<file path="config.mk">
export PLATFORM = sky130hd
export DESIGN_NAME = flash_boot_loader
export DESIGN_NICKNAME = d
export VERILOG_FILES = /design/src/rtl/flash_boot_loader.sv
export SDC_FILE = /design/constraint.sdc
export NUM_CORES = 1
export LEC_CHECK = 0
export BUFFER_PORTS_ARGS = -buffer_cell sky130_fd_sc_hd__buf_2
export CAP_MARGIN = 20
export CORE_AREA = 2 2 88 90
export DETAILED_ROUTE_END_ITERATION = 16
export DIE_AREA = 0 0 90 92
export HOLD_SLACK_MARGIN = 0.06
export PLACE_DENSITY = 0.79
export SETUP_SLACK_MARGIN = 0.4
export SYNTH_ARGS = -nofsm -noshare
export SYNTH_HDL_FRONTEND = slang
export SYNTH_SLANG_ARGS = --single-unit
export TNS_END_PERCENT = 5
</file>
<file path="constraint.sdc">
create_clock -name CLK -period 2.51 [get_ports CLK]
set_input_delay 0.1255 -clock CLK [delete_from_list [all_inputs] [get_ports CLK]]
set_output_delay 0.1255 -clock CLK [all_outputs]
set_load 0.02 [all_outputs]
</file>
<file path="src/rtl/flash_boot_loader.sv">
`default_nettype none
// flash_boot_loader: copies a program image from SPI flash (READ 0x03, mode 0) into
// program RAM, holding the core in reset until the final byte has been written.
module flash_boot_loader #(
  parameter logic [23:0] FLASH_BASE  = 24'h020000,
  parameter int          LOAD_BYTES  = 32768,
  parameter int          ADDR_W      = 15,
  parameter int          CLK_DIV     = 2,
  parameter int          WAKE_CYCLES = 0
) (
  input  logic              CLK,
  input  logic              RSTn,
  output logic              FLASH_CS,
  output logic              FLASH_SCK,
  output logic              FLASH_MOSI,
  input  logic              FLASH_MISO,
  output logic [ADDR_W-1:0] ram_addr,
  output logic [7:0]        ram_wdata,
  output logic              ram_we,
  output logic              boot_done,
  output logic              core_rstn
);

  localparam int c_DIV_W = (CLK_DIV > 1) ? $clog2(CLK_DIV) : 1;
  localparam int c_GAP_W = (WAKE_CYCLES > 1) ? $clog2(WAKE_CYCLES) : 1;
  localparam logic [c_DIV_W-1:0] c_DIV_LAST  = c_DIV_W'(CLK_DIV - 1);
  localparam logic [c_GAP_W-1:0] c_GAP_LAST  = c_GAP_W'((WAKE_CYCLES > 0) ? WAKE_CYCLES - 1 : 0);
  localparam logic [ADDR_W:0]    c_LAST_BYTE = (ADDR_W+1)'(LOAD_BYTES - 1);
  localparam logic [ADDR_W:0]    c_NUM_BYTES = (ADDR_W+1)'(LOAD_BYTES);
  localparam logic [31:0]        c_WAKE_WORD = {8'hAB, 24'h000000};
  localparam logic [31:0]        c_READ_WORD = {8'h03, FLASH_BASE};

  typedef enum logic [2:0] {
    S_IDLE     = 3'd0,
    S_WAKE_CMD = 3'd1,
    S_WAKE_GAP = 3'd2,
    S_CMD      = 3'd3,
    S_DATA     = 3'd4,
    S_DONE     = 3'd5
  } state_e;

  state_e              state_q, state_d;
  logic                cs_q, cs_d;
  logic                sck_q, sck_d;
  logic                mosi_q, mosi_d;
  logic                lead_q, lead_d;
  logic                tail_q, tail_d;
  logic [c_DIV_W-1:0]  div_q, div_d;
  logic [c_GAP_W-1:0]  gap_q, gap_d;
  logic [4:0]          bcnt_q, bcnt_d;
  logic [31:0]         sout_q, sout_d;
  logic [7:0]          sin_q, sin_d;
  logic                last_q, last_d;
  logic                wr_pend_q, wr_pend_d;
  logic [ADDR_W:0]     rx_cnt_q, rx_cnt_d;
  logic [ADDR_W-1:0]   ram_addr_q, ram_addr_d;
  logic [7:0]          ram_wdata_q, ram_wdata_d;
  logic                ram_we_q, ram_we_d;
  logic                done_q, done_d;
  logic                win_end;

  always_ff @(posedge CLK or negedge RSTn) begin
    if (!RSTn) begin
      state_q     <= S_IDLE;
      cs_q        <= 1'b1;
      sck_q       <= 1'b0;
      mosi_q      <= 1'b0;
      lead_q      <= 1'b0;
      tail_q      <= 1'b0;
      div_q       <= '0;
      gap_q       <= '0;
      bcnt_q      <= '0;
      sout_q      <= '0;
      sin_q       <= '0;
      last_q      <= 1'b0;
      wr_pend_q   <= 1'b0;
      rx_cnt_q    <= '0;
      ram_addr_q  <= '0;
      ram_wdata_q <= '0;
      ram_we_q    <= 1'b0;
      done_q      <= 1'b0;
    end else begin
      state_q     <= state_d;
      cs_q        <= cs_d;
      sck_q       <= sck_d;
      mosi_q      <= mosi_d;
      lead_q      <= lead_d;
      tail_q      <= tail_d;
      div_q       <= div_d;
      gap_q       <= gap_d;
      bcnt_q      <= bcnt_d;
      sout_q      <= sout_d;
      sin_q       <= sin_d;
      last_q      <= last_d;
      wr_pend_q   <= wr_pend_d;
      rx_cnt_q    <= rx_cnt_d;
      ram_addr_q  <= ram_addr_d;
      ram_wdata_q <= ram_wdata_d;
      ram_we_q    <= ram_we_d;
      done_q      <= done_d;
    end
  end

  always_comb begin
    state_d     = state_q;
    cs_d        = cs_q;
    sck_d       = sck_q;
    mosi_d      = mosi_q;
    lead_d      = lead_q;
    tail_d      = tail_q;
    div_d       = div_q;
    gap_d       = gap_q;
    bcnt_d      = bcnt_q;
    sout_d      = sout_q;
    sin_d       = sin_q;
    last_d      = last_q;
    wr_pend_d   = 1'b0;
    rx_cnt_d    = rx_cnt_q;
    ram_addr_d  = ram_addr_q;
    ram_wdata_d = ram_wdata_q;
    ram_we_d    = 1'b0;
    done_d      = done_q;
    win_end     = 1'b0;

    case (state_q)
      S_IDLE: begin
        cs_d   = 1'b0;
        lead_d = 1'b1;
        div_d  = '0;
        bcnt_d = '0;
        if (WAKE_CYCLES > 0) begin
          state_d = S_WAKE_CMD;
          sout_d  = c_WAKE_WORD;
        end else begin
          state_d = S_CMD;
          sout_d  = c_READ_WORD;
        end
      end

      S_WAKE_GAP: begin
        if (gap_q == c_GAP_LAST) begin
          state_d = S_CMD;
          cs_d    = 1'b0;
          lead_d  = 1'b1;
          div_d   = '0;
          bcnt_d  = '0;
          sout_d  = c_READ_WORD;
        end else begin
          gap_d = gap_q + 1'b1;
        end
      end

      S_WAKE_CMD, S_CMD, S_DATA: begin
        // lead: CS already low, SCK held low one CLK before the first bit
        // tail: SCK low one CLK after the last high phase, then CS released
        if (tail_q) begin
          tail_d  = 1'b0;
          cs_d    = 1'b1;
          gap_d   = '0;
          state_d = (state_q == S_WAKE_CMD) ? S_WAKE_GAP : S_DONE;
        end else if (lead_q) begin
          lead_d = 1'b0;
          mosi_d = sout_q[31];
          sout_d = {sout_q[30:0], 1'b0};
          div_d  = '0;
        end else if (!sck_q) begin
          if (div_q == c_DIV_LAST) begin
            sck_d = 1'b1;
            div_d = '0;
            sin_d = {sin_q[6:0], FLASH_MISO};
            if (state_q == S_DATA && bcnt_q[2:0] == 3'd7) begin
              wr_pend_d = 1'b1;
              last_d    = (rx_cnt_q == c_LAST_BYTE);
            end
          end else begin
            div_d = div_q + 1'b1;
          end
        end else begin
          if (div_q == c_DIV_LAST) begin
            sck_d   = 1'b0;
            div_d   = '0;
            win_end = (state_q == S_WAKE_CMD && bcnt_q == 5'd7) ||
                      (state_q == S_DATA && bcnt_q[2:0] == 3'd7 && last_q);
            if (win_end) begin
              tail_d = 1'b1;
              mosi_d = 1'b0;
            end else begin
              mosi_d = sout_q[31];
              sout_d = {sout_q[30:0], 1'b0};
              if (state_q == S_CMD && bcnt_q == 5'd31) begin
                state_d = S_DATA;
                bcnt_d  = '0;
              end else if (state_q == S_DATA) begin
                bcnt_d = {2'b00, bcnt_q[2:0] + 3'd1};
              end else begin
                bcnt_d = bcnt_q + 5'd1;
              end
            end
          end else begin
            div_d = div_q + 1'b1;
          end
        end
      end

      S_DONE: begin
        cs_d = 1'b1;
      end

      default: begin
        state_d = S_IDLE;
      end
    endcase

    // The byte completed on the sampling edge is committed one CLK later.
    if (wr_pend_q) begin
      ram_we_d    = 1'b1;
      ram_addr_d  = rx_cnt_q[ADDR_W-1:0];
      ram_wdata_d = sin_q;
      rx_cnt_d    = rx_cnt_q + 1'b1;
    end
    if (ram_we_q && rx_cnt_q == c_NUM_BYTES) begin
      done_d = 1'b1;
    end
  end

  assign FLASH_CS   = cs_q;
  assign FLASH_SCK  = sck_q;
  assign FLASH_MOSI = mosi_q;
  assign ram_addr   = ram_addr_q;
  assign ram_wdata  = ram_wdata_q;
  assign ram_we     = ram_we_q;
  assign boot_done  = done_q;
  assign core_rstn  = done_q;

endmodule
`default_nettype wire
</file>
==> results of run 1 <==
## power breakdown
part	switching, uW	total [uW]	internal (uW)
registers	4.51	1300	1290
clock network	474	938	465
logic	25.5	33.9	8.32
## stage by stage
| step | cells | worst slack [ns] |
|---|---|---|
| finish | 446 | 0.421 |
| global route | 446 | 0.316 |
| CTS | 446 | 0.403 |
| detailed placement | 426 | 0.324 |
| global placement | 426 | 0.383 |
| floorplan | 303 | 0.424 |
## synth_stat cells (2+ instances only)
master    count
o22ai_1       2
o31ai_1       3
mux2i_1      18
o21ai_0       5
buf_4         4
ha_1          5
nand2_1      39
and4_1        2
o21a_1        3
and3_1        2
nand4_1       5
nand3_1       8
dfrtp_1      79
and2_1        2
nor3_1        7
xnor2_1      10
xor2_1        6
nor4b_1       2
nor2_1       11
clkbuf_1      6
a21oi_1       7
nor4_1        2
mux2_2       31
nand2b_1      5
inv_1        12
## path summary, 6_finish.rpt
| check | start | end | depth (start not counted) |
|---|---|---|---|
| worst max register to register | bcnt_q[0] | bcnt_q[3] | 7 |
| max in group asynchronous | RSTn | state_q[0] | 2 |
| worst min register to register | ram_addr[7] | ram_addr[7] | 1 |
| worst min-delay path | RSTn | state_q[1] | 2 |
| min in group CLK | ram_addr[7] | ram_addr[7] | 1 |
| worst max-delay path | bcnt_q[0] | bcnt_q[3] | 7 |
## sequential cells by signal, indices dropped and copies added, names as in the netlist
name,cells
tail_q,1
ram_we,1
FLASH_SCK,1
bcnt_q,5
FLASH_CS,1
div_q,1
FLASH_MOSI,1
lead_q,1
wr_pend_q,1
sout_q,15
boot_done,1
ram_addr,15
sin_q,8
ram_wdata,8
state_q,3
last_q,1
rx_cnt_q,16
## routing by layer
layer	share of wire	vias to the layer above
met5	0	-
met4	0.017	0
met3	0.047	8
met2	0.52	47
met1	0.42	1197
li1	-	1129
## layout make-up
type                    instances  area [um^2]  share of cell area
well taps                     102          128              0.0315
repair buffers                 39          235              0.0580
multi-input cells             197         1450               0.357
flip-flops and latches         80         2000               0.494
inverters                      12         45.0              0.0111
clock buffers                  10          128              0.0315
clock inverters                 6         67.6              0.0167
## what timing repair did
action | CTS | global route
pin swaps | 1 | 0
hold buffers | 2 | 0
setup endpoints to repair | 1 | 19
gates resized for setup | 2 | 2
buffers inserted | 2 | 0
endpoints found under the hold margin | 80 | 0
## worst max-delay path, stage by stage (launching register included)
cell and delay, ns:
dfrtp_1 0.40, ha_2 0.19, and3_1 0.15, ha_2 0.17, and2_1 0.16, or4_1 0.47, a2111o_1 0.41, o21ai_0 0.07
## cells by family (layout without fill, tap and decap cells)
group                    after synthesis  after routing  synth area share
AO/OA/AOI/OAI                         29             29            0.0566
XOR/XNOR                              16             16            0.0392
adder cells (fa/ha/maj)                5              5            0.0175
buffers and inverters                 26             67            0.0367
flip-flops                            80             80             0.560
multiplexers                          49             49             0.148
AND/OR/NAND/NOR                       98             98             0.142
==> results.sh, run 1 <==
export IMPL_fmax_mhz=479
export IMPL_netlist_area_leader_share=0.552
export IMPL_cts_buffers=9
export IMPL_yosys_warnings=0
export IMPL_final_common_cell="dfrtp_1"
export IMPL_port_buffers=31
export IMPL_max_slew_worst_pin_slew_ns=0.976
export IMPL_cts_root_buf="clkbuf_8"
export IMPL_placed_cell_area_um2=3820
export IMPL_grt_use_met1=0.199
export IMPL_num_io_pins=32
export IMPL_irDropWorstVdd_uv=433
export IMPL_dieArea_um2=8280
export IMPL_synth_avg_cell_area_um2=11.8
export IMPL_cellPowerDensity_nw_per_um2=560
export IMPL_grt_use_met2=0.293
export IMPL_num_vias=2381
export IMPL_synth_top_cell_by_area="dfrtp_1"
export IMPL_netlist_area_um2=3580
export IMPL_cp_data_required_time_ns=2.79
export IMPL_syn_to_final_growth_pct=13.4
export IMPL_fin_crit_sh=0.832
export IMPL_post_dp_hpwl_um=4290
export IMPL_h_tree_depth=3
export IMPL_reg2reg_slack_ns=0.42
export IMPL_total_power_uw=2270
export IMPL_holdWs_ns=0.463
export IMPL_leakage_uw=0.00197
export IMPL_holdCritPathClass="primary input to asynchronous set/reset pin"
export IMPL_synth_edf_count=0
export IMPL_setup_violations=0
export IMPL_cp_end_kind="flop"
export IMPL_worstPathArrival_ns=2.37
export IMPL_critPathLaunchType="flop"
export IMPL_netlist_instances=303
export IMPL_wl_per_cell_um=14.5
export IMPL_syn_num_nets=311
export IMPL_nets=347
export IMPL_layout_cells_most_common_list="dfrtp_1, nand2_1, mux2_2"
export IMPL_worstSkewPairLatency_ns=0.36
export IMPL_synth_distinct_cells=52
export IMPL_drt_iter0_drc=45
export IMPL_rows=32
export IMPL_drt_wl_total_um=6470
export IMPL_routed_via_density=5.34
export IMPL_final_max_slew_viol_count=0
export IMPL_place_congestion=0.818
export IMPL_fp_dieW_um=90
export IMPL_grt_pass1_vias=2434
export IMPL_clk_pin_slew_ns=0.09
export IMPL_drive_above_1_share=0.279
export IMPL_ys_seq_area_frac=0.560
export IMPL_gr_usage_met3=0.0624
export IMPL_nFillCells=645
export IMPL_cts_max_path_buffers=2
export IMPL_antenna_found_initial=0
export IMPL_grt_busiest_layer="met2"
export IMPL_ys_async_sr_fraction=1.00
export IMPL_finalHoldViolations=0
export IMPL_grt_pass1_wl_um=11200
export IMPL_grt_overflow_total=0
export IMPL_path_max_fanout=3
export IMPL_fin_worst_skew_ns=0.0100
export IMPL_fin_util=0.545
export IMPL_ant_nets=0
export IMPL_drc_errors=0
export IMPL_fin_area_um2=4060
export IMPL_grt_setup_unrepaired="true"
export IMPL_path_class="flop to flop"
export IMPL_yosys_most_used_dff="dfrtp_1"
export IMPL_layout_min_cycle_time_ns=2.09
export IMPL_tns_ns=0
export IMPL_max_cap_violations=0
export IMPL_outcome="finished clean"
export IMPL_cts_sinks=80
export IMPL_diodes=0
export IMPL_slew_headroom=0.349
export IMPL_die_h_um=92
export IMPL_cts_tree="done"
export IMPL_grt_usage=0.171
export IMPL_core_um2=7450
export IMPL_grt_max_degree=81
export IMPL_yosys_register_bits=80
export IMPL_synthTopCellsByArea="dfrtp_1, mux2_2, mux2i_1, nand2_1, xnor2_1"
export IMPL_first_pass_iters=4
export IMPL_start_util=0.481
Note: power is estimated with default switching activity, not from simulation.
==> run 2, diff against run 1 <==
- PLACE_DENSITY: 0.79 -> 0.81
- clock period: 2.51 -> 1.8 ns (I/O delays scaled with it)
==> run 2 against run 1 <==
Against the previous run: the run now ends with negative setup slack left; critical path depth unchanged; cell count grew 5.2%; cell area is 8.0% higher; sequential share of layout area is 3.6 points lower; combinational power increased by 80%; fmax up 7.7%; first-iteration DRC count grew to 2.6 times the previous value; utilization rose by 4.4 points; global-route usage up 0.80 points; wire length is 5.1% higher; clock-buffer cell count down 1; highest routed layer unchanged.
==> results.sh, run 2 (same netlist as run 1, synthesis figures left out) <==
export IMPL_outcome="finished with violations"
export IMPL_violations="negative setup slack"
export IMPL_ant_nets=0
export IMPL_final_max_slew_viol_count=0
export IMPL_nets=370
export IMPL_h_tree_depth=3
export IMPL_cellPowerDensity_nw_per_um2=711
export IMPL_cp_end_kind="flop"
export IMPL_irDropWorstVdd_uv=378
export IMPL_grt_usage=0.179
export IMPL_worstSkewPairLatency_ns=0.36
export IMPL_largest_reg_flops=16
export IMPL_worstPathArrival_ns=2.23
export IMPL_holdCritPathClass="primary input to asynchronous set/reset pin"
export IMPL_fin_worst_skew_ns=0.0135
export IMPL_seqPwrFrac=0.582
export IMPL_max_slew_worst_pin_slew_ns=0.467
export IMPL_cts_buffers=9
export IMPL_drc_errors=0
export IMPL_core_um2=7450
export IMPL_grt_overflow_total=0
export IMPL_setup_violations=5
export IMPL_grt_setup_unrepaired="true"
export IMPL_fin_crit_sh=1.08
export IMPL_nFillCells=607
export IMPL_slew_headroom=0.689
export IMPL_regArea_um2=2010
export IMPL_critPathLaunchType="flop"
export IMPL_grt_max_degree=36
export IMPL_fp_dieW_um=90
export IMPL_drt_iter0_drc=119
export IMPL_path_class="flop to flop"
export IMPL_max_cap_violations=0
export IMPL_layout_cells_most_common_list="dfrtp_1, nand2_1, buf_2"
export IMPL_drive_above_1_share=0.379
export IMPL_layout_min_cycle_time_ns=1.94
export IMPL_grt_pass1_vias=2542
export IMPL_post_dp_hpwl_um=4420
export IMPL_dieArea_um2=8280
export IMPL_cts_tree="done"
export IMPL_holdWs_ns=0.232
export IMPL_fin_area_um2=4380
export IMPL_cts_root_buf="clkbuf_8"
export IMPL_clk_pin_slew_ns=0.09
export IMPL_diodes=0
export IMPL_port_buffers=31
export IMPL_first_pass_iters=4
export IMPL_num_vias=2449
export IMPL_rows=32
export IMPL_grt_pass1_wl_um=11900
export IMPL_num_io_pins=32
export IMPL_worst_slack_ns=-0.140
export IMPL_wl_per_cell_um=14.5
export IMPL_multi_input_area_um2=1580
export IMPL_netSwitchingFraction=0.244
export IMPL_start_util=0.481
export IMPL_top_register="rx_cnt_q"
export IMPL_syn_to_final_growth_pct=22.5
export IMPL_cp_data_required_time_ns=2.09
export IMPL_routed_via_density=5.22
export IMPL_cts_sinks=80
export IMPL_placed_cell_area_um2=4000
export IMPL_comb_power_share=0.020
export IMPL_drt_wl_total_um=6790
export IMPL_p_clk_frac=0.399
export IMPL_path_max_fanout=2
export IMPL_fmax_mhz=515
export IMPL_place_congestion=0.803
export IMPL_die_h_um=92
export IMPL_cts_max_path_buffers=2
export IMPL_finalHoldViolations=0
export IMPL_leakage_uw=0.00213
export IMPL_power_internal_uw=2360
export IMPL_power_switching_uw=761
export IMPL_final_common_cell="dfrtp_1"
export IMPL_antenna_found_initial=0
run 2: changes by cell type in the layout (fill, tap and decap cells not counted), sizes merged:
cell,change
inv,+1
clkinv,+1
clkbuf,-1
bufinv,-1
buf,+23
run 2: path summary, 6_finish.rpt:
check / startpoint / to / slack (ns) / cells past startpoint
max in group asynchronous: RSTn / sout_q[30] / 0.98 / 3
min reg2reg: ram_addr[11] / ram_addr[11] / 0.51 / 1
min: RSTn / ram_we / 0.23 / 2
max reg2reg: bcnt_q[1] / bcnt_q[3] / -0.14 / 7
min in group CLK: ram_addr[11] / ram_addr[11] / 0.51 / 1
max: bcnt_q[1] / bcnt_q[3] / -0.14 / 7
run 2: power by group through the flow:
| stage | Clock [uW] | Combinational [uW] | Sequential (uW) |
|---|---|---|---|
| 6_report | 1240 | 61.0 | 1810 |
| 5_1_grt | 1370 | 70.2 | 1810 |
| 4_1_cts | 1280 | 63.4 | 1810 |
| 3_5_place_dp | 0 | 54.6 | 1850 |
| 3_3_place_gp | 0 | 52.6 | 1850 |
| 2_1_floorplan | 0 | 8.04 | 1840 |
run 2: final cells by class:
type,count,area share
repair buffers,62,0.101
well taps,102,0.0291
clock inverters,7,0.0146
inverters,12,0.0103
multi-input cells,197,0.359
flip-flops and latches,80,0.458
clock buffers,9,0.0283
run 2: what timing repair did:
| action | 4_1_cts | 5_1_grt |
|---|---|---|
| endpoints found under the hold margin | 65 | 0 |
| hold buffers | 2 | 0 |
| pin swaps | 11 | 7 |
| buffers inserted | 1 | 1 |
| endpoints found under the setup margin | 40 | 44 |
| gates resized for setup | 34 | 10 |
run 2: layer usage:
metal  part of all wire  track usage  vias to the layer above
li1                   -            -                     1175
met1               0.46        0.228                     1219
met2               0.49        0.297                       45
met3              0.038       0.0518                       10
met4              0.012       0.0577                        0
met5                  0            0                        -
run 2: per-stage QoR:
stage / power [uW] / setup TNS, ns / cells / setup WS, ns / utilization
floorplan: 1850 / -0.317 / 303 / -0.0939 / -
global placement: 1900 / -0.191 / 449 / -0.0831 / 0.537
detailed placement: 1900 / -0.941 / 449 / -0.154 / 0.537
CTS: 3160 / -0.381 / 468 / -0.162 / 0.582
global route: 3250 / -1.57 / 469 / -0.207 / 0.589
finish: 3120 / -0.269 / 469 / -0.140 / 0.589
run 2: critical path: stages (launching register included):
cell and delay, ns:
dfrtp_1 0.39, ha_2 0.19, and3_1 0.14, ha_2 0.17, and2_4 0.14, or4_4 0.40, a2111o_1 0.36, o21ai_1 0.08
==> run 3, diff against run 2 <==
- PLACE_DENSITY: 0.81 -> 0.79
- SLEW_MARGIN: unset -> 30
- clock period: 1.8 -> 2.2 ns (I/O delays scaled with it)
==> run 3 against run 2 <==
Against the previous run: the flow now finishes without violations; critical path type unchanged; hold slack better by 0.0053 ns; utilization fell by 3.6 points; cell count fell by 4.1%; wire length is 4.7% lower; via count shrank 3.8%; first-iteration DRC count shrank 20%; combinational power down 29%; critical endpoint unchanged; cell area fell by 6.1%; non-clock buffer count decreased by 19; clock-buffer cell count rose by 2; flip-flop and latch count stayed put.
==> results.sh, run 3 (same netlist as run 1, synthesis figures left out) <==
export IMPL_outcome="finished clean"
export IMPL_clk_pin_slew_ns=0.08
export IMPL_cp_end_kind="flop"
export IMPL_fin_util=0.553
export IMPL_fp_dieW_um=90
export IMPL_grt_pass1_wl_um=11400
export IMPL_path_max_fanout=2
export IMPL_layout_min_cycle_time_ns=1.98
export IMPL_cp_data_required_time_ns=2.49
export IMPL_die_h_um=92
export IMPL_critPathLaunchType="flop"
export IMPL_grt_max_degree=47
export IMPL_dieArea_um2=8280
export IMPL_leakage_uw=0.00200
export IMPL_start_util=0.481
export IMPL_final_common_cell="dfrtp_1"
export IMPL_first_pass_iters=4
export IMPL_setup_violations=0
export IMPL_largest_reg_flops=16
export IMPL_ant_nets=0
export IMPL_place_congestion=0.867
export IMPL_reg2reg_slack_ns=0.22
export IMPL_num_io_pins=32
export IMPL_grt_overflow_total=0
export IMPL_fin_crit_sh=0.898
export IMPL_cts_max_path_buffers=2
export IMPL_diodes=0
export IMPL_final_max_slew_viol_count=0
export IMPL_post_dp_hpwl_um=4290
export IMPL_core_um2=7450
export IMPL_nets=351
export IMPL_slew_headroom=0.683
export IMPL_grt_usage=0.174
export IMPL_drt_wl_total_um=6470
export IMPL_drive_above_1_share=0.293
export IMPL_cts_tree="done"
export IMPL_worstSkewPairLatency_ns=0.36
export IMPL_tns_ns=0
export IMPL_max_slew_worst_pin_slew_ns=0.475
export IMPL_cts_buffers=9
export IMPL_instances_no_fill=450
export IMPL_fmax_mhz=506
export IMPL_path_class="flop to flop"
export IMPL_top_register="rx_cnt_q"
export IMPL_fin_worst_skew_ns=0.00959
export IMPL_num_vias=2355
export IMPL_routed_via_density=5.23
export IMPL_antenna_found_initial=0
export IMPL_finalHoldViolations=0
export IMPL_h_tree_depth=3
export IMPL_drt_iter0_drc=95
export IMPL_drc_errors=0
export IMPL_r2r_end="bcnt_q[3]"
export IMPL_cts_sinks=80
export IMPL_grt_pass1_vias=2413
export IMPL_cellPowerDensity_nw_per_um2=614
export IMPL_grt_setup_unrepaired="true"
export IMPL_layout_cells_most_common_list="dfrtp_1, nand2_1, mux2_2"
export IMPL_cts_root_buf="clkbuf_8"
export IMPL_port_buffers=31
export IMPL_ff2ff_path_depth=7
export IMPL_worstPathArrival_ns=2.26
export IMPL_irDropWorstVdd_uv=306
export IMPL_numPlacedInstances=428
export IMPL_holdCritPathClass="primary input to asynchronous set/reset pin"
export IMPL_wl_per_cell_um=14.4
export IMPL_syn_to_final_growth_pct=15.0
export IMPL_rows=32
export IMPL_rr_startpoint="bcnt_q[0]"
export IMPL_max_cap_violations=0
run 3: changes by cell type in the layout (fill, tap and decap cells not counted), sizes merged:
cell and delta:
inv -1, clkinvlp -1, clkbuf +2, buf -19
run 3: critical path: stages (launching register included):
cell	delay (ns)
dfrtp_1	0.39
ha_2	0.19
and3_4	0.15
ha_4	0.15
and2_4	0.14
or4_4	0.42
a2111o_1	0.38
o21ai_1	0.07
run 3: worst max path at each step:
stage               slack (ns)       from        end
global route              0.16  bcnt_q[0]  bcnt_q[3]
global placement          0.27  bcnt_q[1]  bcnt_q[3]
detailed placement        0.22  bcnt_q[1]  bcnt_q[3]
floorplan                 0.31  bcnt_q[1]  bcnt_q[3]
finish                    0.22  bcnt_q[0]  bcnt_q[3]
CTS                       0.21  bcnt_q[0]  bcnt_q[3]
run 3: timing repair:
item / CTS / global route
endpoints found under the setup margin: 26 / 31
setup buffers: 4 / 0
pin swaps: 2 / 1
hold buffers: 2 / 0
cloned: 0 / 0
resized for setup: 3 / 2
endpoints found under the hold margin: 35 / 0
run 3: per-layer routing:
metal / GRT usage / up-vias / part of all wire
li1: - / 1132 / -
met1: 0.216 / 1177 / 0.45
met2: 0.292 / 36 / 0.50
met3: 0.0501 / 10 / 0.034
met4: 0.0615 / 0 / 0.016
met5: 0 / - / 0
run 3: area by class of cell:
type | count | area, um^2
clock buffer | 11 | 141
clock inverter | 5 | 38.8
fill | 648 | 3330
inverter | 12 | 45.0
multi-input combinational | 197 | 1480
sequential | 80 | 2000
tap | 102 | 128
timing repair buffer | 43 | 278
run 3: through the flow:
| step | total power, uW | setup slack [ns] | cell area, um^2 | hold slack, ns |
|---|---|---|---|---|
| 3_3_place_gp | 1550 | 0.271 | 3850 | 0.0871 |
| 6_report | 2530 | 0.224 | 4120 | 0.237 |
| 3_5_place_dp | 1550 | 0.219 | 3850 | 0.0926 |
| 4_1_cts | 2560 | 0.208 | 4100 | 0.237 |
| 5_1_grt | 2630 | 0.163 | 4120 | 0.256 |
| 2_1_floorplan | 1520 | 0.306 | 3590 | -0.186 |
run 3: report_power, final:
| group | internal (uW) | switching, uW |
|---|---|---|
| clock | 449 | 552 |
| combinational | 13.2 | 30.3 |
| sequential | 1480 | 5.16 |
